$ cat src/rtl/av2_pkg.sv
// Shared types and constants for the AV2 frame-level decode controller.
// Imported by the interface, the raster generator and the top.
package av2_pkg;

  typedef enum logic [2:0] {
    ST_IDLE     = 3'd0,
    ST_FEED_HDR = 3'd1,
    ST_WAIT_HDR = 3'd2,
    ST_SETUP    = 3'd3,
    ST_DISPATCH = 3'd4,
    ST_DRAIN    = 3'd5,
    ST_DONE     = 3'd6,
    ST_ERROR    = 3'd7
  } state_e;

  localparam logic [1:0] KEY_FRAME   = 2'd0;
  localparam logic [1:0] INTER_FRAME = 2'd1;
  localparam logic [1:0] INTRA_ONLY  = 2'd2;
  localparam logic [1:0] SWITCH      = 2'd3;

  localparam int SB_SIZE_LOG2_DEF = 6;

endpackage

$ cat src/rtl/av2_frame_decode_ctrl_if.sv
// Bundle of all controller-facing signals: OBU stream, header parser,
// SB job issue and frame status. slave = controller, master = environment.
interface av2_frame_decode_ctrl_if #(
  parameter int SB_IDX_W = 11
);
  logic                start;
  logic                obu_valid_in;
  logic [127:0]        obu_data_in;
  logic                obu_ready_out;
  logic                hdr_obu_valid;
  logic [127:0]        hdr_obu_data;
  logic                hdr_valid;
  logic [1:0]          hdr_frame_type;
  logic [15:0]         hdr_width;
  logic [15:0]         hdr_height;
  logic [7:0]          hdr_qindex;
  logic                hdr_ready;
  logic                sb_req_valid;
  logic [SB_IDX_W-1:0] sb_req_x;
  logic [SB_IDX_W-1:0] sb_req_y;
  logic [7:0]          sb_req_qindex;
  logic                sb_req_ready;
  logic                sb_done;
  logic                busy;
  logic [1:0]          cur_frame_type;
  logic                frame_done;
  logic                frame_error;

  modport slave (
    input  start, obu_valid_in, obu_data_in,
    input  hdr_valid, hdr_frame_type, hdr_width,
    input  hdr_height, hdr_qindex,
    input  sb_req_ready, sb_done,
    output obu_ready_out, hdr_obu_valid, hdr_obu_data,
    output hdr_ready, sb_req_valid, sb_req_x,
    output sb_req_y, sb_req_qindex, busy,
    output cur_frame_type, frame_done, frame_error
  );

  modport master (
    output start, obu_valid_in, obu_data_in,
    output hdr_valid, hdr_frame_type, hdr_width,
    output hdr_height, hdr_qindex,
    output sb_req_ready, sb_done,
    input  obu_ready_out, hdr_obu_valid, hdr_obu_data,
    input  hdr_ready, sb_req_valid, sb_req_x,
    input  sb_req_y, sb_req_qindex, busy,
    input  cur_frame_type, frame_done, frame_error
  );

endinterface

$ cat src/rtl/av2_sb_raster_gen.sv
// Superblock grid sizing and raster-order x/y walker.
// Grid size is a ceil-divide of the latched frame dimensions.
module av2_sb_raster_gen
  import av2_pkg::*;
#(
  parameter int SB_SIZE_LOG2 = SB_SIZE_LOG2_DEF,
  parameter int SB_IDX_W     = 16 - SB_SIZE_LOG2 + 1
) (
  input  logic                clk,
  input  logic                rst_n,
  input  logic [15:0]         width_i,
  input  logic [15:0]         height_i,
  input  logic                load_i,
  input  logic                adv_i,
  output logic [SB_IDX_W-1:0] x_o,
  output logic [SB_IDX_W-1:0] y_o,
  output logic                last_o,
  output logic                zero_o
);

  localparam logic [16:0] RND = 17'((1 << SB_SIZE_LOG2) - 1);

  logic [SB_IDX_W-1:0] cols;
  logic [SB_IDX_W-1:0] rows;
  logic [SB_IDX_W-1:0] x_q, x_d;
  logic [SB_IDX_W-1:0] y_q, y_d;
  logic                x_end;
  logic                y_end;

  // 17-bit sum so a 65535-pixel edge still rounds up correctly
  assign cols = SB_IDX_W'(({1'b0, width_i} + RND) >> SB_SIZE_LOG2);
  assign rows = SB_IDX_W'(({1'b0, height_i} + RND) >> SB_SIZE_LOG2);

  assign x_end  = (x_q == cols - 1'b1);
  assign y_end  = (y_q == rows - 1'b1);
  assign last_o = x_end && y_end;
  assign zero_o = (cols == '0) || (rows == '0);
  assign x_o    = x_q;
  assign y_o    = y_q;

  always_comb begin
    x_d = x_q;
    y_d = y_q;
    if (load_i) begin
      x_d = '0;
      y_d = '0;
    end else if (adv_i) begin
      if (x_end) begin
        x_d = '0;
        y_d = y_q + 1'b1;
      end else begin
        x_d = x_q + 1'b1;
      end
    end
  end

  always_ff @(posedge clk or negedge rst_n) begin
    if (!rst_n) begin
      x_q <= '0;
      y_q <= '0;
    end else begin
      x_q <= x_d;
      y_q <= y_d;
    end
  end

endmodule

$ cat src/rtl/av2_frame_decode_ctrl.sv
// Frame sequencer: header OBU to parser, header latch, SB job issue
// with bounded outstanding jobs, completion/error reporting.
module av2_frame_decode_ctrl
  import av2_pkg::*;
#(
  parameter int SB_SIZE_LOG2    = SB_SIZE_LOG2_DEF,
  parameter int MAX_OUTSTANDING = 4,
  parameter int HDR_TIMEOUT     = 1024,
  parameter int SB_IDX_W        = 16 - SB_SIZE_LOG2 + 1
) (
  input logic                    clk,
  input logic                    rst_n,
  av2_frame_decode_ctrl_if.slave bus
);

  localparam int OW = $clog2(MAX_OUTSTANDING + 1);
  localparam int TW = $clog2(HDR_TIMEOUT + 1);
  localparam logic [OW-1:0] OUT_MAX  = OW'(MAX_OUTSTANDING);
  localparam logic [TW-1:0] TMO_LAST = TW'(HDR_TIMEOUT - 1);

  state_e        state_q;
  logic          obu_vld_q;
  logic [127:0]  obu_dat_q;
  logic [TW-1:0] tmo_q;
  logic [1:0]    type_q;
  logic [15:0]   width_q;
  logic [15:0]   height_q;
  logic [7:0]    qidx_q;
  logic [1:0]    ftype_q;
  logic          done_q;
  logic          err_q;
  logic [OW-1:0] out_q, out_d;

  logic                req_vld;
  logic                hs;
  logic                dec;
  logic                active;
  logic [SB_IDX_W-1:0] rg_x;
  logic [SB_IDX_W-1:0] rg_y;
  logic                rg_last;
  logic                rg_zero;

  assign active  = (state_q == ST_DISPATCH) || (state_q == ST_DRAIN);
  assign req_vld = (state_q == ST_DISPATCH) && (out_q < OUT_MAX);
  assign hs      = req_vld && bus.sb_req_ready;
  assign dec     = bus.sb_done && (out_q != '0);

  av2_sb_raster_gen #(
    .SB_SIZE_LOG2 (SB_SIZE_LOG2),
    .SB_IDX_W     (SB_IDX_W)
  ) u_raster (
    .clk      (clk),
    .rst_n    (rst_n),
    .width_i  (width_q),
    .height_i (height_q),
    .load_i   (state_q == ST_SETUP),
    .adv_i    (hs),
    .x_o      (rg_x),
    .y_o      (rg_y),
    .last_o   (rg_last),
    .zero_o   (rg_zero)
  );

  always_comb begin
    out_d = out_q;
    if (state_q == ST_ERROR) begin
      out_d = '0;
    end else if (active) begin
      out_d = out_q + OW'(hs) - OW'(dec);
    end
  end

  always_ff @(posedge clk or negedge rst_n) begin
    if (!rst_n) begin
      out_q <= '0;
    end else begin
      out_q <= out_d;
    end
  end

  always_ff @(posedge clk or negedge rst_n) begin
    if (!rst_n) begin
      state_q   <= ST_IDLE;
      obu_vld_q <= 1'b0;
      obu_dat_q <= '0;
      tmo_q     <= '0;
      type_q    <= '0;
      width_q   <= '0;
      height_q  <= '0;
      qidx_q    <= '0;
      ftype_q   <= '0;
      done_q    <= 1'b0;
      err_q     <= 1'b0;
    end else begin
      done_q <= 1'b0;
      err_q  <= 1'b0;
      unique case (state_q)
        ST_IDLE: begin
          if (bus.start) state_q <= ST_FEED_HDR;
        end
        ST_FEED_HDR: begin
          if (bus.obu_valid_in) begin
            obu_dat_q <= bus.obu_data_in;
            obu_vld_q <= 1'b1;
            tmo_q     <= '0;
            state_q   <= ST_WAIT_HDR;
          end
        end
        ST_WAIT_HDR: begin
          tmo_q <= tmo_q + 1'b1;
          if (bus.hdr_valid) begin
            type_q    <= bus.hdr_frame_type;
            width_q   <= bus.hdr_width;
            height_q  <= bus.hdr_height;
            qidx_q    <= bus.hdr_qindex;
            obu_vld_q <= 1'b0;
            state_q   <= ST_SETUP;
          end else if (tmo_q == TMO_LAST) begin
            obu_vld_q <= 1'b0;
            err_q     <= 1'b1;
            state_q   <= ST_ERROR;
          end
        end
        ST_SETUP: begin
          ftype_q <= type_q;
          if (rg_zero) begin
            err_q   <= 1'b1;
            state_q <= ST_ERROR;
          end else begin
            state_q <= ST_DISPATCH;
          end
        end
        ST_DISPATCH: begin
          if (hs && rg_last) state_q <= ST_DRAIN;
        end
        ST_DRAIN: begin
          if (out_d == '0) begin
            done_q  <= 1'b1;
            state_q <= ST_DONE;
          end
        end
        ST_DONE:  state_q <= ST_IDLE;
        ST_ERROR: state_q <= ST_IDLE;
        default:  state_q <= ST_IDLE;
      endcase
    end
  end

  assign bus.obu_ready_out  = (state_q == ST_FEED_HDR);
  assign bus.hdr_ready      = (state_q == ST_WAIT_HDR);
  assign bus.hdr_obu_valid  = obu_vld_q;
  assign bus.hdr_obu_data   = obu_dat_q;
  assign bus.sb_req_valid   = req_vld;
  assign bus.sb_req_x       = rg_x;
  assign bus.sb_req_y       = rg_y;
  assign bus.sb_req_qindex  = qidx_q;
  assign bus.busy           = (state_q != ST_IDLE);
  assign bus.cur_frame_type = ftype_q;
  assign bus.frame_done     = done_q;
  assign bus.frame_error    = err_q;

endmodule

$ cat src/flat_wrapper.sv
// flat-port wrapper written by rule: the top's interface ports become plain ports
module av2_frame_decode_ctrl_flat import av2_pkg::*;
#(
  parameter int SB_SIZE_LOG2    = SB_SIZE_LOG2_DEF,
  parameter int MAX_OUTSTANDING = 4,
  parameter int HDR_TIMEOUT     = 1024,
  parameter int SB_IDX_W        = 16 - SB_SIZE_LOG2 + 1
)
  (clk, rst_n, bus_start, bus_obu_valid_in, bus_obu_data_in, bus_hdr_valid, bus_hdr_frame_type, bus_hdr_width, bus_hdr_height, bus_hdr_qindex, bus_sb_req_ready, bus_sb_done, bus_obu_ready_out, bus_hdr_obu_valid, bus_hdr_obu_data, bus_hdr_ready, bus_sb_req_valid, bus_sb_req_x, bus_sb_req_y, bus_sb_req_qindex, bus_busy, bus_cur_frame_type, bus_frame_done, bus_frame_error);
  av2_frame_decode_ctrl_if #(.SB_IDX_W(SB_IDX_W)) bus_i ();
  input logic clk;
  input logic rst_n;
  input wire logic [$bits(bus_i.start)-1:0] bus_start;
  input wire logic [$bits(bus_i.obu_valid_in)-1:0] bus_obu_valid_in;
  input wire logic [$bits(bus_i.obu_data_in)-1:0] bus_obu_data_in;
  input wire logic [$bits(bus_i.hdr_valid)-1:0] bus_hdr_valid;
  input wire logic [$bits(bus_i.hdr_frame_type)-1:0] bus_hdr_frame_type;
  input wire logic [$bits(bus_i.hdr_width)-1:0] bus_hdr_width;
  input wire logic [$bits(bus_i.hdr_height)-1:0] bus_hdr_height;
  input wire logic [$bits(bus_i.hdr_qindex)-1:0] bus_hdr_qindex;
  input wire logic [$bits(bus_i.sb_req_ready)-1:0] bus_sb_req_ready;
  input wire logic [$bits(bus_i.sb_done)-1:0] bus_sb_done;
  output wire logic [$bits(bus_i.obu_ready_out)-1:0] bus_obu_ready_out;
  output wire logic [$bits(bus_i.hdr_obu_valid)-1:0] bus_hdr_obu_valid;
  output wire logic [$bits(bus_i.hdr_obu_data)-1:0] bus_hdr_obu_data;
  output wire logic [$bits(bus_i.hdr_ready)-1:0] bus_hdr_ready;
  output wire logic [$bits(bus_i.sb_req_valid)-1:0] bus_sb_req_valid;
  output wire logic [$bits(bus_i.sb_req_x)-1:0] bus_sb_req_x;
  output wire logic [$bits(bus_i.sb_req_y)-1:0] bus_sb_req_y;
  output wire logic [$bits(bus_i.sb_req_qindex)-1:0] bus_sb_req_qindex;
  output wire logic [$bits(bus_i.busy)-1:0] bus_busy;
  output wire logic [$bits(bus_i.cur_frame_type)-1:0] bus_cur_frame_type;
  output wire logic [$bits(bus_i.frame_done)-1:0] bus_frame_done;
  output wire logic [$bits(bus_i.frame_error)-1:0] bus_frame_error;
  assign bus_i.start = bus_start;
  assign bus_i.obu_valid_in = bus_obu_valid_in;
  assign bus_i.obu_data_in = bus_obu_data_in;
  assign bus_i.hdr_valid = bus_hdr_valid;
  assign bus_i.hdr_frame_type = bus_hdr_frame_type;
  assign bus_i.hdr_width = bus_hdr_width;
  assign bus_i.hdr_height = bus_hdr_height;
  assign bus_i.hdr_qindex = bus_hdr_qindex;
  assign bus_i.sb_req_ready = bus_sb_req_ready;
  assign bus_i.sb_done = bus_sb_done;
  assign bus_obu_ready_out = bus_i.obu_ready_out;
  assign bus_hdr_obu_valid = bus_i.hdr_obu_valid;
  assign bus_hdr_obu_data = bus_i.hdr_obu_data;
  assign bus_hdr_ready = bus_i.hdr_ready;
  assign bus_sb_req_valid = bus_i.sb_req_valid;
  assign bus_sb_req_x = bus_i.sb_req_x;
  assign bus_sb_req_y = bus_i.sb_req_y;
  assign bus_sb_req_qindex = bus_i.sb_req_qindex;
  assign bus_busy = bus_i.busy;
  assign bus_cur_frame_type = bus_i.cur_frame_type;
  assign bus_frame_done = bus_i.frame_done;
  assign bus_frame_error = bus_i.frame_error;
  av2_frame_decode_ctrl #(.SB_SIZE_LOG2(SB_SIZE_LOG2), .MAX_OUTSTANDING(MAX_OUTSTANDING), .HDR_TIMEOUT(HDR_TIMEOUT), .SB_IDX_W(SB_IDX_W)) u_core (.clk(clk), .rst_n(rst_n), .bus(bus_i));
endmodule
$ cat config.mk
export PLATFORM = sky130hd
export DESIGN_NAME = av2_frame_decode_ctrl_flat
export DESIGN_NICKNAME = d
export VERILOG_FILES = /design/src/rtl/av2_pkg.sv /design/src/rtl/av2_frame_decode_ctrl_if.sv /design/src/rtl/av2_sb_raster_gen.sv /design/src/rtl/av2_frame_decode_ctrl.sv /design/src/flat_wrapper.sv
export SDC_FILE = /design/constraint.sdc
export NUM_CORES = 1
export LEC_CHECK = 0
export BUFFER_PORTS_ARGS = -buffer_cell sky130_fd_sc_hd__buf_2
export CORE_ASPECT_RATIO = 0.8
export CORE_MARGIN = 3
export CORE_UTILIZATION = 31
export CTS_CLUSTER_SIZE = 25
export DETAILED_ROUTE_END_ITERATION = 16
export SETUP_SLACK_MARGIN = 0.05
export SLEW_MARGIN = 0
export SYNTH_ARGS = -nofsm -noshare
export SYNTH_HDL_FRONTEND = slang
export SYNTH_SLANG_ARGS = --single-unit
$ cat constraint.sdc
create_clock -name clk -period 5.2 [get_ports clk]
set_clock_uncertainty 0.05 [all_clocks]
set_input_delay 1.04 -clock clk [delete_from_list [all_inputs] [get_ports clk]]
set_output_delay 1.04 -clock clk [all_outputs]
set_load 0.01 [all_outputs]
-- Word-level counts from Yosys, hierarchy flattened
Cells that the tools add are included.
- add/sub/neg operators: 9
- magnitude comparators: 1
- equal/unequal tests: 15
- multiplexer cells: 28
- reductions and logical operators: 23
- operators with widths (operator ; number):
    $mux W11 ; 7
    $add A16 B6 Y17 const B ; 2
    $add A11 B1 Y11 const B ; 3
    $mux W3 ; 8
    $eq A11 B11 Y1 ; 2
    $logic_not A11 Y1 ; 2
    $pmux W11 S2 ; 1
    $sub A11 B1 Y11 const B ; 2
    $pmux W3 S7 ; 1
    $eq A3 B3 Y1 const B ; 4
    $eq A11 B10 Y1 const B ; 1
    $mux W1 ; 8
    $ne A2 B2 Y1 const B ; 4
    $reduce_and A2 Y1 ; 4
    $eq A3 B2 Y1 const B ; 2
    $logic_not A3 Y1 ; 2
    $reduce_bool A2 Y1 ; 3
    $reduce_bool A3 Y1 ; 2
    $logic_and A1 B1 Y1 ; 5
    $reduce_and A5 Y1 ; 1
    $pmux W1 S2 ; 2
    $add A3 B1 Y3 ; 1
    $eq A3 B1 Y1 const B ; 1
    $lt A3 B3 Y1 const B ; 1
    other kinds (6) ; 7
- bits in registers: 214
- input bits: 177
- output and inout bits: 167
- word-level logic and storage cells: 90

-- Longest topological paths before layout
Gate-level depths: netlist of the first run.
- depth after elaboration: 10
- depth in mapped cells: 15
- depth with buffers taken out: 14

-- Hierarchy
From an unflattened synthesis of the first run, not the netlist that was laid out.
- cell total of the unflattened synthesis: 1017
- area, all modules: 9918.3 µm²
- by module, submodules not included (module ; instances ; cells each ; area an instance (µm²) ; seq. area each (µm²)):
    av2_frame_decode_ctrl ; 1 ; 757 ; 7743.7 ; 4804.6
    av2_sb_raster_gen ; 1 ; 260 ; 2174.6 ; 550.5

-- Worst setup path after synthesis of the first run
No wires, ideal clock.
- path kind: reg-to-reg
- from: register u_core.width_q[2]
- to: register u_core.u_raster.x_q[5] (netlist: u_core.u_raster.x_o[5])
- library setup time: 0.119 ns
- arrival time: 3.448 ns
- required time: 5.031 ns
- path slack: 1.583 ns
- stages on the path, launching flop included: 15
- buffers on the path: 2
- period minus slack after synthesis: 3.617 ns
- cell sequence: dfrtp_1 > nor4_2 > nand2_1 > nand2_1 > xor2_1 > ha_1 > clkbuf_1 > xnor3_4 > and4_1 > nor3_4 > nand4_4 > nor3_4 > or2_1 > buf_6 > nor2_2
- cells in the longest elaborated chain, start to end: 6
- RTL lines (element ; line ; text):
    start: declaration ; av2_frame_decode_ctrl.sv:26 ; logic [15:0] width_q;
    start signal: assignment ; av2_frame_decode_ctrl.sv:113 ; width_q <= bus.hdr_width;
    $add A16 B6 Y17 ; av2_sb_raster_gen.sv:31 ; assign cols = SB_IDX_W'(({1'b0, width_i} + RND) >> SB_SIZE_LOG2);
    $sub A11 B1 Y11 ; av2_sb_raster_gen.sv:34 ; assign x_end = (x_q == cols - 1'b1);
    $eq A11 B11 Y1 ; av2_sb_raster_gen.sv:34 ;
    $mux W11 ; av2_sb_raster_gen.sv:48 ; if (x_end) begin
    $mux W11 ; av2_sb_raster_gen.sv:47 ; end else if (adv_i) begin
    $mux W11 ; av2_sb_raster_gen.sv:44 ; if (load_i) begin
    end signal: assignment ; av2_sb_raster_gen.sv:59 ; x_q <= '0;
    end signal: assignment ; av2_sb_raster_gen.sv:62 ; x_q <= x_d;
    end: declaration ; av2_sb_raster_gen.sv:25 ; logic [SB_IDX_W-1:0] x_q, x_d;
Every way passes these cells. The select of a mux whose other input is x is not followed.
A chain may end at the register's enable or synchronous reset.

-- Worst setup path after layout of the first run
- from: register u_core.state_q[0]
- to: register u_core.state_q[0]
- cells in the longest elaborated chain, start to end: 10
- elaborated cells between the ends (all ways): 25
- those cells by class: 2 x add/sub; 12 x eq/ne; 3 x mux; 8 x reduce/logical
- RTL lines (element ; line ; text):
    start: declaration ; av2_frame_decode_ctrl.sv:21 ; state_e state_q;
    start signal: assignment ; av2_frame_decode_ctrl.sv:83 ; state_q <= ST_IDLE;
    start signal: assignment ; av2_frame_decode_ctrl.sv:99 ; if (bus.start) state_q <= ST_FEED_HDR;
    start signal: assignment ; av2_frame_decode_ctrl.sv:106 ; state_q <= ST_WAIT_HDR;
    $eq A3 B3 Y1 ; av2_frame_decode_ctrl.sv:43, av2_frame_decode_ctrl.sv:44, av2_frame_decode_ctrl.sv:97 ;
    $logic_and A1 B1 Y1 ; av2_frame_decode_ctrl.sv:44 ; assign req_vld = (state_q == ST_DISPATCH) && (out_q < OUT_MAX);
    $logic_and A1 B1 Y1 ; av2_frame_decode_ctrl.sv:45 ; assign hs = req_vld && bus.sb_req_ready;
    $add A3 B1 Y3 ; av2_frame_decode_ctrl.sv:69 ; out_d = out_q + OW'(hs) - OW'(dec);
    $sub A3 B1 Y3 ; av2_frame_decode_ctrl.sv:69 ;
    $mux W3 ; av2_frame_decode_ctrl.sv:68 ; end else if (active) begin
    $mux W3 ; av2_frame_decode_ctrl.sv:66 ; if (state_q == ST_ERROR) begin
    $logic_not A3 Y1 ; av2_frame_decode_ctrl.sv:137 ; if (out_d == '0) begin
    $ne A2 B2 Y1 (no source line) ; n/a ;
    $reduce_and A5 Y1 (no source line) ; n/a ;
Several ways; a longest one is shown, not always the timed one.

==> summary.log, run 1 <==
INFO  setup_path     crit_slowest_cell=dfrtp_1
INFO  setup_path     r2r_setup_slack=1.36ns
INFO  cts            cts.path.max_buffers=3
INFO  detailed_routing wirelength=29.41mm
INFO  job            timing.max_cap.violations=0
INFO  hold_path      hold_start=u_core.bus.hdr_obu_data[70]
INFO  detailed_routing drt_pre_antenna_iters=5
INFO  place          dpl-instance-area=11,930µm²
INFO  hold_path      hp-class=flip-flop to flip-flop
INFO  global_route   gr-total-overflow=0
INFO  setup_path     start_kind=flip-flop
INFO  sta            fin_worst_hold_slack=0.4176ns
INFO  floorplan      chipWidth=205.3µm
INFO  synthesis      syn-mean-instance-area=9.360µm²
INFO  setup_path     crit_path_start=u_core.state_q[0]
INFO  synthesis      yosysUniqueCellTypes=73
INFO  detailed_routing antenna_violating_nets_post_route=0
INFO  cts            tritoncts=yes
INFO  cts            clock_latency=0.53ns
INFO  sta            rsz0062_at_grt=no
INFO  cts            ctsRootBufferMaster=clkbuf_16
INFO  cts            cts.htree.levels=1
INFO  power          vdd_ir_drop_max=0.2874mV
INFO  sta            timing_worst_slew_pin_value=1.048ns
INFO  detailed_routing drt_iter0_markers=449
INFO  sta            report.final.hold_viol_count=0
INFO  setup_path     criticalPathCategory=flip-flop to flip-flop
INFO  synthesis      synthesis.area=9847µm²
INFO  detailed_routing avgViaCountPerCell=4.673
INFO  setup_path     r2r-start=u_core.state_q[0]
INFO  detailed_routing drc=0
INFO  sta            finalSetupViolCount=0
INFO  setup_path     critical_path.max_fanout=15
INFO  cts            clock-sinks=214
INFO  sta            min_period=3.839ns
INFO  floorplan      io-pin-count=344
INFO  sta            timing.fmax=260.5MHz
INFO  finish         post_route_cell_area=12,740µm²
INFO  global_route   track_usage=16.88%
INFO  setup_path     worstPathBufferInverterCount=1
INFO  synthesis      synth_edf_count=0
INFO  setup_path     timing.critical_path.max_delay_family=simple AND/OR/NAND/NOR gates
INFO  finish         nNetsFinal=1,562
INFO  cts            post_cts_resize_count=0
INFO  place          gpl.final_weighted_congestion=0.8166
INFO  synthesis      ys_dominant_reg_cell=dfrtp_1
INFO  cts            hold_buffers=0
INFO  detailed_routing route.vias.total=8,459
INFO  setup_path     timing.critical_path.slowest_cell_delay=0.55ns
INFO  synthesis      synth-async-reset-ratio=100.0%
INFO  power          power.static_leakage=0.006677µW
INFO  synthesis      netlist_instances=1,052
INFO  setup_path     crit_path_end_kind=flip-flop
INFO  sta            fin_setup_tns=0ns
INFO  floorplan      placement_rows=57
INFO  place          buffer_ports.inserted=343
INFO  place          placement.setup.worst_slack=1.088ns
INFO  cts            clk_pin_slew=0.06ns
INFO  synthesis      synth_seq_area_share=54.38%
INFO  setup_path     crit_path_cell_trace=nor4_1 > nand2_1 > inv_2 > ha_1 > fa_1 > xnor2_1 > mux2i_1 > a21oi_1 > a211oi_1 > nand4_1 > nor3_1 > a41oi_2 > o31ai_2
INFO  outcome        run_status=finished clean
INFO  synthesis      count_of_warnings_emitted_by_yosys=0
INFO  cts            post_cts_buffers=0
INFO  sta            timing_max_transition_violations_final=0
INFO  global_route   vias_in_the_first_global_route=8,429
INFO  floorplan      dieArea=33,950µm²
INFO  cts            total_clock_buffers_created_by_cts=24
INFO  floorplan      initial_core_util=31.96%
INFO  setup_path     cp_data_arrival_time=4.21ns
INFO  synthesis      mappedNetlistNets=1,237
INFO  global_route   grt_antenna_before_repair=3
INFO  sta            finalWorstSetupSlack=1.361ns
INFO  global_route   grt_first_pass_wirelength=45.86mm
INFO  power          power_density=576.6nW/µm²
INFO  finish         final_cells=1,810
INFO  place          hpwl=21.47mm
INFO  detailed_routing dr_wl_cell=16.25µm
INFO  setup_path     crit_required=5.57ns
INFO  place          dpl.cell_count=1,764
INFO  finish         drive_gt1_share=32.97%
INFO  global_route   maximum_number_of_pins_on_one_net_before_global_route_repair=110
INFO  sta            post-route-period-util=73.82%
INFO  sta            maxSlewHeadroom=29.46%
INFO  floorplan      die_h=165.4µm
INFO  synthesis      yosys_register_bits=214
INFO  finish         synthToLayoutAreaGrowth=29.39%
INFO  floorplan      core=30,810µm²
[worst register-to-register path, cell delays in order, from the launching register on]
cell and delay (ns):
dfrtp_1 0.55, nor4_1 0.53, nand2_1 0.36, inv_2 0.20, ha_1 0.18, fa_1 0.17
xnor2_1 0.14, mux2i_1 0.28, a21oi_1 0.10, a211oi_1 0.48, nand4_1 0.16, nor3_1 0.21
a41oi_2 0.15, o31ai_2 0.20
[path summary, 6_finish.rpt]
path,endpoint,depth (start not counted)
worst min register to register,u_core.bus.hdr_obu_data[70],2
worst max-delay path,u_core.state_q[0],13
worst min-delay path,u_core.bus.hdr_obu_data[70],2
min in group asynchronous,u_core.height_q[12],1
worst max register to register,u_core.state_q[0],13
max in group asynchronous,u_core.bus.sb_req_qindex[4],2
[kinds of logic after synthesis]
logic type	Yosys count	synth area share [%]
adders and majority gates	8	1.093
and+or+nand+nor	589	26.24
muxes	48	5.388
xor gates and xnor gates	47	4.435
buffers and inverters	69	3.037
AOI/OAI and AO/OA	77	5.426
DFF	214	54.38
[layer usage]
| layer | routed length [µm] | up-vias | track usage (%) |
|---|---|---|---|
| met3 | 2556 | 41 | 6.173 |
| li1 | - | 4107 | - |
| met2 | 14170 | 259 | 27.84 |
| met1 | 12040 | 4050 | 21.14 |
| met5 | 13 | - | 0 |
| met4 | 627 | 2 | 4.253 |
[layout make-up]
type                            count  area [µm²]
Clock inverter                      8       85.08
Clock buffer                       36       725.7
Inverter                           18       67.56
Timing Repair Buffer              350        1779
Tap cell                          413       516.7
Multi-Input combinational cell    769        4207
Antenna cell                        2       5.005
Fill cell                        3099       18070
Sequential cell                   214        5355
[cells in the mapped netlist (7+ instances only)]
master	n	area [µm²]
nor4_1	9	56.30
mux2i_1	8	80.08
inv_1	17	63.81
nand4_1	15	93.84
nor3_1	11	55.05
xnor2_1	25	219.0
ha_1	7	87.58
nor2_2	9	56.30
nand2_1	436	1637
o21ai_0	24	120.1
nor2_1	30	112.6
and2_1	7	43.79
xor2_1	20	175.2
nand3_1	27	135.1
mux2_2	40	450.4
a21oi_1	13	65.06
dfrtp_1	214	5355
clkbuf_1	42	157.7
[power by group]
part / switching, µW / internal, µW
Combinational: 1580 / 1170
Clock: 702 / 1020
Sequential: 537 / 2340
Total: 2820 / 4530
[state kept, by name, summed over array words and instances (netlist names)]
register / flops
u_core.u_raster.x_o: 11
u_core.bus.frame_error: 1
u_core.bus.cur_frame_type: 2
u_core.tmo_q: 11
u_core.bus.sb_req_qindex: 8
u_core.bus.hdr_obu_valid: 1
u_core.height_q: 16
u_core.u_raster.y_o: 11
u_core.type_q: 2
u_core.bus.hdr_obu_data: 128
u_core.width_q: 16
u_core.bus.frame_done: 1
u_core.out_q: 3
u_core.state_q: 3
[metrics by stage]
stage	power [µW]	utilization (%)
2_1_floorplan	4620	-
3_3_place_gp	5622	38.71
3_5_place_dp	5687	38.71
4_1_cts	7463	41.34
5_1_grt	7954	41.35
6_report	7346	41.35
[layout by cell type, fill, tap and decap left out, types with 9 or more instances in the layout]
cell type,n
nand2_1,435
buf_2,342
dfrtp_1,214
mux2_2,40
nor2_1,30
nand3_1,27
xnor2_1,25
o21ai_0,24
clkbuf_16,24
xor2_1,20
inv_1,17
nand4_1,15
a21oi_1,13
nor3_1,11
nor4_1,9
nor2_2,9
No activity file was read; power rests on OpenSTA's default activity.
==> run 2, diff against run 1 <==
Clock period 5.2 ns to 3.82 ns, I/O delays scaled along.
==> summary.log, run 2 (synthesis results as in run 1) <==
INFO  outcome        run_status=finished clean
INFO  floorplan      chipWidth=205.3µm [unchanged]
INFO  power          share_comb_of_total_power=38.6% [+1.2 points]
INFO  power          vdd_ir_drop_max=0.3831mV [+33%]
INFO  cts            post_cts_resize_count=0 [unchanged]
INFO  global_route   track_usage=17.10% [+0.22 points]
INFO  sta            finalSetupViolCount=0 [unchanged]
INFO  sta            rsz0062_at_grt=no
INFO  job            timing.max_cap.violations=0 [unchanged]
INFO  floorplan      dieArea=33,950µm² [unchanged]
INFO  finish         sequential_cell_area=5355µm² [unchanged]
INFO  detailed_routing drc=0 [unchanged]
INFO  global_route   vias_in_the_first_global_route=8,602 [+2.1%]
INFO  power          netSwitchingPower=3865µW [+37%]
INFO  setup_path     crit_path_cell_trace=nor4_2 > nand2_1 > nand2_1 > xor2_1 > ha_1 > xnor3_4 > and4_1 > nor3_4 > nand4_4 > nor3_4 > or2_1 > nor2_2
INFO  finish         synthToLayoutAreaGrowth=29.64%
INFO  power          power.internal=6049µW [+34%]
INFO  power          power.static_leakage=0.006709µW [+0.48%]
INFO  setup_path     destination_of_the_critical_timing_path=u_core.u_raster.x_o[7]
INFO  cts            clk_pin_slew=0.06ns [about the same]
INFO  setup_path     worstRegToRegCells=12 [-1]
INFO  floorplan      io-pin-count=344 [unchanged]
INFO  global_route   gr-total-overflow=0 [unchanged]
INFO  floorplan      core=30,810µm² [unchanged]
INFO  sta            fin_setup_tns=0ns [unchanged]
INFO  floorplan      die_h=165.4µm [unchanged]
INFO  setup_path     worstPathBufferInverterCount=0 [-1]
INFO  cts            cts.htree.levels=1 [unchanged]
INFO  place          dpl.cell_count=1,773 [+0.51%]
INFO  setup_path     criticalPathCategory=flip-flop to flip-flop
INFO  detailed_routing route.vias.total=8,466 [+0.083%]
INFO  setup_path     timing.critical_path.max_delay_family=simple AND/OR/NAND/NOR gates
INFO  sta            report.final.hold_viol_count=0 [unchanged]
INFO  power          power_density=776.6nW/µm² [+35%]
INFO  setup_path     critical_path.reg2reg.endpoint=u_core.u_raster.x_o[7]
INFO  global_route   grt_first_pass_wirelength=46.64mm [+1.7%]
INFO  power          power.clock.fraction=22.0% [-1.4 points]
INFO  cts            hold_buffers=0 [unchanged]
INFO  detailed_routing antenna_violating_nets_post_route=0 [unchanged]
INFO  setup_path     r2r-start=u_core.width_q[2]
INFO  finish         most-common-layout-cells=nand2_1, buf_2, dfrtp_1
INFO  cts            post_cts_buffers=0 [unchanged]
INFO  detailed_routing avgViaCountPerCell=4.657 [-0.36%]
INFO  finish         nNetsFinal=1,571 [+0.58%]
INFO  power          power.share.sequential=39.4% [+0.2 points]
INFO  place          gpl.final_weighted_congestion=0.8330 [+2.0%]
INFO  detailed_routing drt_iter0_markers=379 [-16%]
INFO  setup_path     critical_path.max_fanout=9 [-6]
INFO  finish         filler_cell_count=3,113 [+0.45%]
INFO  place          hpwl=21.93mm [+2.1%]
INFO  floorplan      placement_rows=57 [unchanged]
INFO  detailed_routing drt_pre_antenna_iters=5 [unchanged]
INFO  finish         mostFrequentLayoutCell=nand2_1
INFO  setup_path     timing.critical_path.slowest_cell_delay=0.46ns [-0.09 ns]
INFO  hold_path      hp-class=input port to async pin
INFO  setup_path     cp_data_arrival_time=3.78ns [-0.43 ns]
INFO  global_route   grt_antenna_before_repair=3 [unchanged]
INFO  global_route   maximum_number_of_pins_on_one_net_before_global_route_repair=84 [-24%]
INFO  cts            total_clock_buffers_created_by_cts=24 [unchanged]
INFO  sta            timing_worst_slew_pin_value=0.7479ns [-0.3006 ns]
INFO  finish         largest_reg_flops=128 [unchanged]
INFO  sta            timing.fmax=290.6MHz [+12%]
INFO  setup_path     crit_path_start=u_core.width_q[2]
INFO  place          buffer_ports.inserted=343 [unchanged]
INFO  setup_path     start_kind=flip-flop
INFO  sta            maxSlewHeadroom=50.02% [+21 points]
INFO  detailed_routing wirelength=29.76mm [+1.2%]
INFO  setup_path     crit_slowest_cell=xnor3_4
INFO  setup_path     crit_path_end_kind=flip-flop
INFO  finish         drive_gt1_share=33.29% [+0.31 points]
INFO  floorplan      initial_core_util=31.96% [unchanged]
INFO  cts            clock-sinks=214 [unchanged]
INFO  setup_path     crit_required=4.16ns [-1.41 ns]
INFO  sta            post-route-period-util=90.09% [+16 points]
INFO  detailed_routing dr_wl_cell=16.37µm [+0.76%]
INFO  cts            ctsRootBufferMaster=clkbuf_16
INFO  cts            tritoncts=yes
INFO  finish         final_cells=1,818 [+0.44%]
INFO  cts            cts.path.max_buffers=3 [unchanged]
INFO  setup_path     r2r_setup_slack=0.38ns [-0.98 ns]
INFO  sta            timing_max_transition_violations_final=0 [unchanged]
INFO  setup_path     timing.critical_path.depth=12 [-1]
INFO  sta            min_period=3.442ns [-0.3971 ns]
INFO  finish         multi_input_area=4212µm² [+0.12%]
INFO  power          switching_share=38.98% [+0.58 points]
INFO  cts            clock_latency=0.53ns [about the same]
## run 2: cell count changes in the layout (fill, tap and decap cells not counted), sizes merged
cell      previous run  this run
clkinv               4         9
clkinvlp             2         0
buf                350       359
clkbuf              36        34
bufinv               1         0
inv                 19        18
## run 2: through the flow
stage	util [%]	hold slack, ns	area (µm²)	worst slack (ns)	total power [µW]
floorplan	-	0.3848	9847	0.2027	6289
global placement	39.01	0.4013	12020	0.1804	7706
detailed placement	39.01	0.4018	12020	-0.003660	7807
CTS	41.40	0.1923	12760	0.2811	10060
global route	41.44	0.1899	12770	0.07733	10720
finish	41.44	0.1611	12770	0.3784	9914
## run 2: worst min path at each step
stage / start / endpoint / slack (ns) / cells after the start
floorplan: u_core.type_q[0] / u_core.bus.cur_frame_type[0] / 0.38 / 2
global placement: u_core.type_q[1] / u_core.bus.cur_frame_type[1] / 0.40 / 2
detailed placement: u_core.type_q[1] / u_core.bus.cur_frame_type[1] / 0.40 / 2
CTS: rst_n / u_core.bus.sb_req_qindex[0] / 0.19 / 1
global route: rst_n / u_core.bus.sb_req_qindex[0] / 0.19 / 1
finish: rst_n / u_core.bus.sb_req_qindex[0] / 0.16 / 1
## run 2: power groups by stage
stage / Sequential [µW] / Clock (µW) / Combinational (µW)
floorplan: 4060 / 0 / 2230
global placement: 3880 / 0 / 3820
detailed placement: 3910 / 0 / 3900
CTS: 3910 / 2250 / 3890
global route: 4050 / 2350 / 4320
finish: 3910 / 2180 / 3820
## run 2: cell type report
cell class	instances	area share, %
Antenna cell	2	0.03920
Clock buffer	34	5.312
Clock inverter	9	0.4704
Inverter	18	0.5293
Multi-Input combinational cell	769	32.99
Sequential cell	214	41.95
Tap cell	413	4.048
Timing Repair Buffer	359	14.66
## run 2: metal layers
layer / global-route usage (%) / wire length (µm) / up-vias
li1: - / - / 4122
met1: 21.41 / 12400 / 4029
met2: 28.48 / 14200 / 272
met3: 5.879 / 2540 / 41
met4: 4.378 / 610 / 2
met5: 0 / 13 / -
==> run 3, diff against run 2 <==
Settings changed: CORE_ASPECT_RATIO 0.8 to not set, CTS_CLUSTER_SIZE 25 to not set.
==> summary.log, run 3 (synthesis results as in run 1) <==
INFO  detailed_routing met1_length=11.72mm [-5.4%]
INFO  sta            timing_worst_slew_pin_value=0.7988ns [+0.05093 ns]
INFO  global_route   vias_in_the_first_global_route=8,559 [-0.50%]
INFO  finish         synthToLayoutAreaGrowth=31.77%
INFO  setup_path     critical_path.max_fanout=5 [-4]
INFO  outcome        run_status=finished clean
INFO  detailed_routing met3_wirelength=2.243mm [-12%]
INFO  detailed_routing uppermost_signal_routing_layer_after_detailed_routing=met4
INFO  global_route   grt_first_pass_wirelength=44.94mm [-3.6%]
INFO  setup_path     cp_data_arrival_time=3.82ns [+0.04 ns]
INFO  power          netSwitchingPower=3902µW [+0.97%]
INFO  power          power.static_leakage=0.006805µW [+1.4%]
INFO  place          gpl.final_weighted_congestion=0.8338 [about the same]
INFO  finish         largest_reg_flops=128 [unchanged]
INFO  detailed_routing detailroute.wirelength.met2=13.37mm [-5.8%]
INFO  global_route   grt_antenna_before_repair=0 [-3]
INFO  place          hpwl=20.13mm [-8.2%]
INFO  floorplan      chipWidth=184.2µm [-10%]
INFO  global_route   gr-total-overflow=0 [unchanged]
INFO  detailed_routing dr_wl_cell=15.55µm [-5.0%]
INFO  finish         most-common-layout-cells=nand2_1, buf_2, dfrtp_1
INFO  cts            tritoncts=yes
INFO  setup_path     crit_required=4.22ns [+0.06 ns]
INFO  detailed_routing drt_iter0_markers=421 [+11%]
INFO  sta            finalSetupViolCount=0 [unchanged]
INFO  job            timing.max_cap.violations=0 [unchanged]
INFO  cts            total_clock_buffers_created_by_cts=26 [+8.3%]
INFO  sta            timing_max_transition_violations_final=0 [unchanged]
INFO  finish         fin_util=41.98% [+0.54 points]
INFO  setup_path     crit_path_end_kind=flip-flop
INFO  place          buffer_ports.inserted=343 [unchanged]
INFO  cts            cts.path.max_buffers=3 [unchanged]
INFO  sta            fin_setup_tns=0ns [unchanged]
INFO  power          power_density=804.3nW/µm² [+3.6%]
INFO  sta            report.final.hold_viol_count=0 [unchanged]
INFO  floorplan      io-pin-count=344 [unchanged]
INFO  floorplan      initial_core_util=31.86% [-0.10 points]
INFO  detailed_routing route.vias.total=8,405 [-0.72%]
INFO  power          power.internal=6534µW [+8.0%]
INFO  sta            timing.fmax=292.4MHz [+0.62%]
INFO  power          power.share.sequential=37.3% [-2.1 points]
INFO  sta            post-route-period-util=89.54% [-0.56 points]
INFO  sta            maxSlewHeadroom=46.75% [-3.3 points]
INFO  cts            post_cts_resize_count=0 [unchanged]
INFO  floorplan      placement_rows=64 [+12%]
INFO  detailed_routing drt_pre_antenna_iters=4 [-1]
INFO  setup_path     start_kind=flip-flop
INFO  cts            post_cts_buffers=0 [unchanged]
INFO  finish         nNetsFinal=1,573 [+0.13%]
INFO  finish         mostFrequentLayoutCell=nand2_1
INFO  cts            hold_buffers=0 [unchanged]
INFO  detailed_routing wirelength=28.03mm [-5.8%]
INFO  finish         drive_gt1_share=33.55% [+0.26 points]
INFO  sta            rsz0062_at_grt=no
INFO  sta            min_period=3.420ns [-0.02127 ns]
INFO  hold_path      hp-class=input port to async pin
INFO  global_route   track_usage=16.07% [-1.0 points]
INFO  power          switching_share=37.39% [-1.6 points]
INFO  cts            cts.htree.levels=1 [unchanged]
INFO  setup_path     criticalPathCategory=flip-flop to flip-flop
INFO  detailed_routing avgViaCountPerCell=4.662 [+0.11%]
INFO  cts            clock_latency=0.54ns [about the same]
INFO  power          share_comb_of_total_power=36.6% [-2.0 points]
INFO  cts            clock-sinks=214 [unchanged]
INFO  floorplan      core=30,910µm² [+0.32%]
INFO  power          vdd_ir_drop_max=0.4662mV [+22%]
INFO  cts            ctsRootBufferMaster=clkbuf_16
INFO  detailed_routing antenna_violating_nets_post_route=0 [unchanged]
INFO  power          power.clock.fraction=26.1% [+4.1 points]
INFO  floorplan      die_h=184.2µm [+11%]
INFO  finish         antennaDiodeCount=0 [-2]
INFO  floorplan      dieArea=33,940µm² [about the same]
INFO  detailed_routing drc=0 [unchanged]
INFO  global_route   maximum_number_of_pins_on_one_net_before_global_route_repair=86 [+2.4%]
INFO  cts            clk_pin_slew=0.06ns [about the same]
-- run 3: cell count changes in the layout (fill, tap and decap cells not counted), sizes merged --
cell | previous run | this run
bufinv | 0 | 5
diode | 2 | 0
clkbuf | 34 | 36
clkinvlp | 0 | 2
clkinv | 9 | 3
inv | 18 | 19
-- run 3: path summary, 6_finish.rpt --
path	start	end	slack (ns)	cells after the start
max in group asynchronous	rst_n	u_core.bus.hdr_obu_data[75]	2.77	2
max reg2reg	u_core.out_q[2]	u_core.state_q[0]	0.40	13
min reg2reg	u_core.type_q[0]	u_core.bus.cur_frame_type[0]	0.41	2
min	rst_n	u_core.height_q[13]	0.19	1
max	u_core.out_q[2]	u_core.state_q[0]	0.40	13
min in group clk	bus_obu_data_in[54]	u_core.bus.hdr_obu_data[54]	0.36	3
-- run 3: layout make-up --
| class | count | area [µm²] |
|---|---|---|
| timing repair buffer | 359 | 1884 |
| clock buffer | 36 | 748.2 |
| tap | 396 | 495.5 |
| clock inverter | 11 | 217.7 |
| sequential | 214 | 5355 |
| inverter | 18 | 67.56 |
| multi-input combinational | 769 | 4207 |
| fill | 3081 | 17930 |
-- run 3: worst max-delay path, cell delays in order (launching register included) --
cell and delay [ns]:
dfrtp_1 0.42, o31a_1 0.31, ha_1 0.27, inv_1 0.04, ha_1 0.20, fa_1 0.38, xnor2_1 0.18, mux2i_1 0.28
a21oi_1 0.11, a211oi_1 0.40, nand4_1 0.16, nor3_1 0.20, a41oi_2 0.15, o31ai_2 0.19
-- run 3: metrics by stage --
stage / instance area [µm²] / std cells / setup WS [ns] / hold WS, ns / total power [µW]
global route: 12970 / 1803 / 0.1100 / 0.2302 / 11220
detailed placement: 12010 / 1756 / 0.1265 / 0.4065 / 7785
floorplan: 9847 / 1052 / 0.2027 / 0.3848 / 6289
global placement: 12010 / 1756 / 0.1930 / 0.3996 / 7692
CTS: 12970 / 1803 / 0.3643 / 0.1975 / 10600
finish: 12970 / 1803 / 0.3997 / 0.1919 / 10440
-- run 3: power by group through the flow --
stage,Sequential [µW],Clock (µW),Combinational (µW)
floorplan,4060,0,2230
global placement,3870,0,3820
detailed placement,3890,0,3900
CTS,3890,2810,3890
global route,4040,2890,4290
finish,3890,2730,3810
-- run 3: per-layer routing --
metal	vias up	GRT usage (%)
met5	-	0
met4	0	4.143
met3	45	4.954
met2	279	27.19
met1	3955	20.09
li1	4126	-
